File: config.mk
export PLATFORM = sky130hd
export DESIGN_NAME = ir_cmd_scheduler_flat
export DESIGN_NICKNAME = d
export VERILOG_FILES = /design/src/rtl/ir_cmd_if.sv /design/src/rtl/ir_cmd_scheduler.sv /design/src/flat_wrapper.sv
export SDC_FILE = /design/constraint.sdc
export NUM_CORES = 1
export LEC_CHECK = 0
export ABC_AREA = 1
export CAP_MARGIN = 15
export CORE_MARGIN = 2
export CORE_UTILIZATION = 61
export CTS_CLUSTER_DIAMETER = 40
export CTS_CLUSTER_SIZE = 8
export DETAILED_ROUTE_END_ITERATION = 12
export PLACE_DENSITY = 0.84
export SKIP_CTS_REPAIR_TIMING = 1
export SLEW_MARGIN = 25
export SYNTH_ARGS = -nofsm -noshare
export SYNTH_HDL_FRONTEND = slang
export SYNTH_SLANG_ARGS = --single-unit
File: constraint.sdc
create_clock -name CLK -period 2.9 [get_ports CLK]
set_input_delay 0.725 -clock CLK [delete_from_list [all_inputs] [get_ports CLK]]
set_output_delay 0.725 -clock CLK [all_outputs]
set_load 0.05 [all_outputs]
File: src/rtl/ir_cmd_if.sv
// IR command scheduler port bundle: bus writes, local requester and IR SM link.
interface ir_cmd_if;
  logic [7:0] BUS_ADDR;
  logic [7:0] BUS_DATA;
  logic       BUS_WE;
  logic       LOC_REQ;
  logic [3:0] LOC_CMD;
  logic       LOC_ACK;
  logic       TX_BUSY;
  logic       SEND_PACKET;
  logic [3:0] COMMAND;
  logic       FIFO_FULL;
  logic       FIFO_EMPTY;
  logic       OVERFLOW;

  modport master (
    output BUS_ADDR,
    output BUS_DATA,
    output BUS_WE,
    output LOC_REQ,
    output LOC_CMD,
    input  LOC_ACK,
    output TX_BUSY,
    input  SEND_PACKET,
    input  COMMAND,
    input  FIFO_FULL,
    input  FIFO_EMPTY,
    input  OVERFLOW
  );

  modport slave (
    input  BUS_ADDR,
    input  BUS_DATA,
    input  BUS_WE,
    input  LOC_REQ,
    input  LOC_CMD,
    output LOC_ACK,
    input  TX_BUSY,
    output SEND_PACKET,
    output COMMAND,
    output FIFO_FULL,
    output FIFO_EMPTY,
    output OVERFLOW
  );
endinterface

File: src/rtl/ir_cmd_scheduler.sv
// Queues IR car commands from bus and local requesters, paces packets
// on a programmable period and repeats each command REPEAT times.
module ir_cmd_scheduler #(
  parameter int          PACKET_PERIOD = 10_000_000,
  parameter int          FIFO_DEPTH    = 4,
  parameter int          REPEAT        = 3,
  parameter logic [7:0]  IR_ADDR       = 8'h90
) (
  input  logic    CLK,
  input  logic    RESET,
  ir_cmd_if.slave ir
);

  localparam int CW = $clog2(PACKET_PERIOD);
  localparam int AW = $clog2(FIFO_DEPTH);
  localparam int PW = AW + 1;
  localparam int RW = $clog2(REPEAT) + 1;

  localparam logic [CW-1:0] CNT_LAST = CW'(PACKET_PERIOD - 1);
  localparam logic [RW-1:0] REP_INIT = RW'(REPEAT - 1);
  localparam logic [7:0]    CLR_ADDR = IR_ADDR + 8'd1;

  typedef enum logic [1:0] {
    S_IDLE,
    S_SEND,
    S_WAIT
  } state_t;

  state_t        state_q, state_d;
  logic [CW-1:0] cnt_q, cnt_d;
  logic [PW-1:0] wr_q, wr_d;
  logic [PW-1:0] rd_q, rd_d;
  logic [3:0]    mem_q [FIFO_DEPTH];
  logic [3:0]    mem_d [FIFO_DEPTH];
  logic [3:0]    cmd_q, cmd_d;
  logic [RW-1:0] rep_q, rep_d;
  logic          ack_q, ack_d;
  logic          ovf_q, ovf_d;

  logic          tick;
  logic          full;
  logic          empty;
  logic          pop;
  logic          send;
  logic          bus_wr;
  logic          bus_clr;
  logic          loc_try;
  logic          push_ok;
  logic          push;
  logic [3:0]    push_data;
  logic [3:0]    head;
  logic          unused_hi;

  assign unused_hi = ^ir.BUS_DATA[7:4];

  always_comb begin
    tick  = (cnt_q == CNT_LAST);
    cnt_d = tick ? '0 : cnt_q + CW'(1);
  end

  assign empty = (wr_q == rd_q);
  assign full  = (wr_q[AW] != rd_q[AW]) &&
                 (wr_q[AW-1:0] == rd_q[AW-1:0]);
  assign head  = mem_q[rd_q[AW-1:0]];

  // Bus writes win; LOC_REQ is ignored while its ack is still showing.
  always_comb begin
    bus_wr    = ir.BUS_WE && (ir.BUS_ADDR == IR_ADDR);
    bus_clr   = ir.BUS_WE && (ir.BUS_ADDR == CLR_ADDR);
    push_ok   = !full || pop;
    loc_try   = ir.LOC_REQ && !ack_q && !bus_wr;
    push      = (bus_wr || loc_try) && push_ok;
    push_data = bus_wr ? ir.BUS_DATA[3:0] : ir.LOC_CMD;
    ack_d     = loc_try && push_ok;
    ovf_d     = ovf_q || (bus_wr && !push_ok);
    if (bus_clr) begin
      ovf_d = 1'b0;
    end
  end

  always_comb begin
    mem_d = mem_q;
    wr_d  = wr_q;
    rd_d  = rd_q;
    if (push) begin
      mem_d[wr_q[AW-1:0]] = push_data;
      wr_d = wr_q + PW'(1);
    end
    if (pop) begin
      rd_d = rd_q + PW'(1);
    end
  end

  // Ticks seen in SEND are dropped; pacing resumes from WAIT.
  always_comb begin
    state_d = state_q;
    cmd_d   = cmd_q;
    rep_d   = rep_q;
    pop     = 1'b0;
    send    = 1'b0;
    unique case (state_q)
      S_IDLE: begin
        if (tick && !empty) begin
          pop     = 1'b1;
          cmd_d   = head;
          rep_d   = REP_INIT;
          state_d = S_SEND;
        end
      end
      S_SEND: begin
        if (!ir.TX_BUSY) begin
          send    = 1'b1;
          state_d = S_WAIT;
        end
      end
      S_WAIT: begin
        if (tick) begin
          if (rep_q != '0) begin
            rep_d   = rep_q - RW'(1);
            state_d = S_SEND;
          end else if (!empty) begin
            pop     = 1'b1;
            cmd_d   = head;
            rep_d   = REP_INIT;
            state_d = S_SEND;
          end else begin
            cmd_d   = '0;
            state_d = S_IDLE;
          end
        end
      end
      default: begin
        state_d = S_IDLE;
      end
    endcase
  end

  always_ff @(posedge CLK) begin
    if (RESET) begin
      state_q <= S_IDLE;
      cnt_q   <= '0;
      wr_q    <= '0;
      rd_q    <= '0;
      mem_q   <= '{default: '0};
      cmd_q   <= '0;
      rep_q   <= '0;
      ack_q   <= 1'b0;
      ovf_q   <= 1'b0;
    end else begin
      state_q <= state_d;
      cnt_q   <= cnt_d;
      wr_q    <= wr_d;
      rd_q    <= rd_d;
      mem_q   <= mem_d;
      cmd_q   <= cmd_d;
      rep_q   <= rep_d;
      ack_q   <= ack_d;
      ovf_q   <= ovf_d;
    end
  end

  assign ir.LOC_ACK     = ack_q;
  assign ir.SEND_PACKET = send;
  assign ir.COMMAND     = cmd_q;
  assign ir.FIFO_FULL   = full;
  assign ir.FIFO_EMPTY  = empty;
  assign ir.OVERFLOW    = ovf_q;

endmodule
File: src/flat_wrapper.sv
// flat-port wrapper written by rule: the top's interface ports become plain ports
module ir_cmd_scheduler_flat 
#(
  parameter int          PACKET_PERIOD = 10_000_000,
  parameter int          FIFO_DEPTH    = 4,
  parameter int          REPEAT        = 3,
  parameter logic [7:0]  IR_ADDR       = 8'h90
)
  (CLK, RESET, ir_BUS_ADDR, ir_BUS_DATA, ir_BUS_WE, ir_LOC_REQ, ir_LOC_CMD, ir_LOC_ACK, ir_TX_BUSY, ir_SEND_PACKET, ir_COMMAND, ir_FIFO_FULL, ir_FIFO_EMPTY, ir_OVERFLOW);
  ir_cmd_if ir_i ();
  input  logic CLK;
  input  logic RESET;
  input wire logic [$bits(ir_i.BUS_ADDR)-1:0] ir_BUS_ADDR;
  input wire logic [$bits(ir_i.BUS_DATA)-1:0] ir_BUS_DATA;
  input wire logic [$bits(ir_i.BUS_WE)-1:0] ir_BUS_WE;
  input wire logic [$bits(ir_i.LOC_REQ)-1:0] ir_LOC_REQ;
  input wire logic [$bits(ir_i.LOC_CMD)-1:0] ir_LOC_CMD;
  output wire logic [$bits(ir_i.LOC_ACK)-1:0] ir_LOC_ACK;
  input wire logic [$bits(ir_i.TX_BUSY)-1:0] ir_TX_BUSY;
  output wire logic [$bits(ir_i.SEND_PACKET)-1:0] ir_SEND_PACKET;
  output wire logic [$bits(ir_i.COMMAND)-1:0] ir_COMMAND;
  output wire logic [$bits(ir_i.FIFO_FULL)-1:0] ir_FIFO_FULL;
  output wire logic [$bits(ir_i.FIFO_EMPTY)-1:0] ir_FIFO_EMPTY;
  output wire logic [$bits(ir_i.OVERFLOW)-1:0] ir_OVERFLOW;
  assign ir_i.BUS_ADDR = ir_BUS_ADDR;
  assign ir_i.BUS_DATA = ir_BUS_DATA;
  assign ir_i.BUS_WE = ir_BUS_WE;
  assign ir_i.LOC_REQ = ir_LOC_REQ;
  assign ir_i.LOC_CMD = ir_LOC_CMD;
  assign ir_LOC_ACK = ir_i.LOC_ACK;
  assign ir_i.TX_BUSY = ir_TX_BUSY;
  assign ir_SEND_PACKET = ir_i.SEND_PACKET;
  assign ir_COMMAND = ir_i.COMMAND;
  assign ir_FIFO_FULL = ir_i.FIFO_FULL;
  assign ir_FIFO_EMPTY = ir_i.FIFO_EMPTY;
  assign ir_OVERFLOW = ir_i.OVERFLOW;
  ir_cmd_scheduler #(.PACKET_PERIOD(PACKET_PERIOD), .FIFO_DEPTH(FIFO_DEPTH), .REPEAT(REPEAT), .IR_ADDR(IR_ADDR)) u_core (.CLK(CLK), .RESET(RESET), .ir(ir_i));
endmodule
==> metrics.md <==
| Metric | Value |
|---|---|
| DRC viols | 0 |
| CTS sink cnt | 57 |
| Most frequent cell after synthesis | nand2_1 |
| Kind of critical path | reg -> out |
| Hold Fails Final Rpt | 0 |
| Die Height | between 70 and 80 µm |
| CP Data Required Time | 2.17 ns |
| Number of synthesized register bits | 57 |
| Root buffer cell | clkbuf_8 |
| Worst slack, placed | 0.370 ns |
| Cell count after synthesis | 499 |
| Fraction of registers with async set/reset | 0 |
| CP max FO | 11 |
| Maxcap violations | 0 |
| Final ANT Viol Nets | 0 |
| Final period demand of the worst path | 2.52 ns |
| Area share of the leading cell type in the synthesized netlist | 0.344 |
| Antenna fix cells | 0 |
| Main flop type after synthesis | dfxtp_1 |
| Total of fill cells in the finished design | 425 |
| Cell types occupying the most area after synthesis | dfxtp_1 (34%), nand2_1 (14%), inv_1 (9.0%) |
| I/O pin total | 34 |
| Final critical-path setup slack | 0.384 ns |
| Maximum number of pins on one net before global-route repair | 26 |
| CP startpoint | u_core.rd_q[0] |
| Commonest cells post-synth | nand2_1 (127), inv_1 (79), nor2_1 (69) |
| Mapped Nets | roughly 530 |
| Sequential standard cell area | about 0.0011 mm² |
| Placed instance area | about 0.0037 mm² |
| Detailed router's first-iteration violation count | ~150 |
| Post-synthesis instance area | 0.00331 mm² |
| Port Buffers | 29 |
| Number of placement rows | 26 |
| Headroom to the max-slew limit | 0.636 |
| Multi-input logic area | 0.00179 mm² |
| Peak supply drop | 0.457 mV |
| Number of enable-type register cells in the synthesized netlist | 0 |
| Number of antenna violations at the first check in global routing | 0 |
| DR vias/cell | ~5.3 |
| Total setup violations reported at the end of the flow | 0 |
| Max Transition Viols Final | 0 |
| Setup repair after global routing missed its margin | false |
| Setup crit end kind | output port |
| Final weighted congestion in routability-driven placement | 0.880 |
| Warnings, synthesis | 0 |
| Global-route usage over all layers | 0.265 |
| Hold Crit Start | u_core.ir.COMMAND[0] |
| Vias after detailed routing | 3199 |
| Inserted Clock Buffers | 9 |
| Total half-perimeter wirelength after legalization and detailed placement | ~5400 µm |
| Library cell occupying the most area in the post-synthesis netlist | dfxtp_1 |
| Global-route congestion overflow total | 0 |
| Detailed-route wire length per cell | 12.1 µm |
| Reg2reg start | u_core.cnt_q[0] |
| Number of global-route vias before repair | 3054 |
| Core Footprint | between 0.005 and 0.006 mm² |
| Worst Clk Skew | 0.0119 ns |
| Final-stage net count | between 500 and 600 |
| Growth of design area from synthesis to finish | 16.5% |
| Path category of the worst min-delay check | reg -> reg |
| Distinct cell type count after synthesis | slightly above 40 |
| Maximum frequency from static timing analysis | 397 MHz |
| Clock Path Buffers | 2 |
| DRT Pass-1 Iters | 4 |
| Status | finished clean |
| Post-Synthesis Mean Instance Area | 6.64 µm² |
| Global-route wire length before repair | 12900 µm |
| CTS H-Tree Depth | 3 |
| Overall routed net length | 7370 µm |
| Reg clk slew, reported paths | 0.08 ns |
| Slew at the pin closest to its max-slew limit | 0.541 ns |
| Insertion delay of the later-clocked pin in the worst-skew pair | 0.35 ns |
| Initial Utilization | 0.641 |
| Cell area after layout | 0.00386 mm² |
| Sequential-to-total area share from yosys stat | 0.344 |
| Layout cells sized above 1 | 0.0875 |
| Die Span X | 77.7 µm |
| Tcrit/Tclk final | 0.868 |
| Arrival time of the worst setup path | around 1.8 ns |
| Die Area | 0.00604 mm² |
| Power per Cell Area | 469 mW/mm² |
| Startpoint class of the critical path | flip-flop |
| Clock tree from TritonCTS | done |
| P_leak | between 1.5 and 2 nW |
[worst max-delay path, stage by stage (launching register included)]
cell            delay [ns]
dfxtp_1               0.60
xnor2_4               0.18
nand3_4               0.14
inv_1                 0.10
dlymetal6s2s_1        0.42
[per-layer routing]
metal,share of wire,global-route usage,vias up
met2,0.50,0.469,93
met3,0.049,0.0826,19
met1,0.43,0.300,1438
met5,0,0,-
li1,-,-,1649
met4,0.018,0.0875,0
[kinds of logic (layout without fill, tap and decap cells)]
group	after synthesis	after routing	share of synthesized area
AO/OA/AOI/OAI	55	55	0.0880
XOR/XNOR	10	10	0.0321
adder cells (fa/ha/maj)	8	8	0.0302
buffers and inverters	93	131	0.116
flip-flops	57	57	0.344
AND/OR/NAND/NOR	276	276	0.390
[path summary, 6_finish.rpt]
check / cells after the start / slack [ns] / endpoint
setup / recovery: 4 / 0.38 / ir_FIFO_EMPTY
hold / removal: 2 / 0.47 / u_core.ir.COMMAND[0]
setup reg to reg: 8 / 0.98 / u_core.ir.COMMAND[2]
hold reg to reg: 2 / 0.47 / u_core.ir.COMMAND[0]
[per-stage QoR]
stage / instances / setup TNS [ns] / power (mW) / util / hold WS [ns]
5_1_grt: 607 / 0 / 1.89 / 0.746 / 0.495
6_report: 607 / 0 / 1.81 / 0.746 / 0.474
3_5_place_dp: 591 / 0 / 1.07 / 0.706 / 0.468
2_1_floorplan: 499 / 0 / 0.993 / - / 0.441
3_3_place_gp: 591 / 0 / 1.06 / 0.706 / 0.451
4_1_cts: 607 / -0.0158 / 1.81 / 0.746 / 0.478
[sequential cells by signal, indices dropped and copies added (netlist names)]
signal / cells
u_core.rep_q: 3
u_core.state_q: 2
u_core.rd_q: 3
u_core.wr_q: 3
u_core.cnt_q: 24
u_core.ir.LOC_ACK: 1
u_core.ir.COMMAND: 4
u_core.mem_q: 16
u_core.ir.OVERFLOW: 1
[cells in the final DEF, fill, tap and decap left out, types with 2 or more instances in the layout]
master / instances
xor2_1: 5
nand3_2: 5
clkinvlp_4: 2
inv_1: 79
nand3_1: 13
nand3b_1: 4
clkinv_4: 3
or2_2: 4
nor2_1: 69
dfxtp_1: 57
nand2_1: 127
nand4_1: 27
buf_4: 5
clkdlybuf4s50_1: 26
xnor2_1: 4
nor2_4: 2
nor2_2: 2
a21oi_1: 34
nand2_2: 2
clkbuf_8: 9
and3_1: 2
inv_2: 2
nor3_1: 11
o21ai_0: 16
ha_1: 8
[power breakdown]
| group | switching (mW) | total [mW] | internal [mW] | leakage (nW) |
|---|---|---|---|---|
| clock | 0.355 | 0.758 | 0.403 | 0.0960 |
| combinational | 0.136 | 0.228 | 0.0913 | 1.07 |
| sequential | 0.0177 | 0.823 | 0.806 | 0.462 |
| total | 0.509 | 1.81 | 1.30 | 1.63 |
[final cells by class]
type                    count  area share
clock buffers               9      0.0321
clock inverters             7      0.0207
inverters                  82      0.0797
multi-input cells         349       0.464
flip-flops and latches     57       0.296
well taps                  70      0.0227
repair buffers             33      0.0856
(Power assumes the default switching activity.)
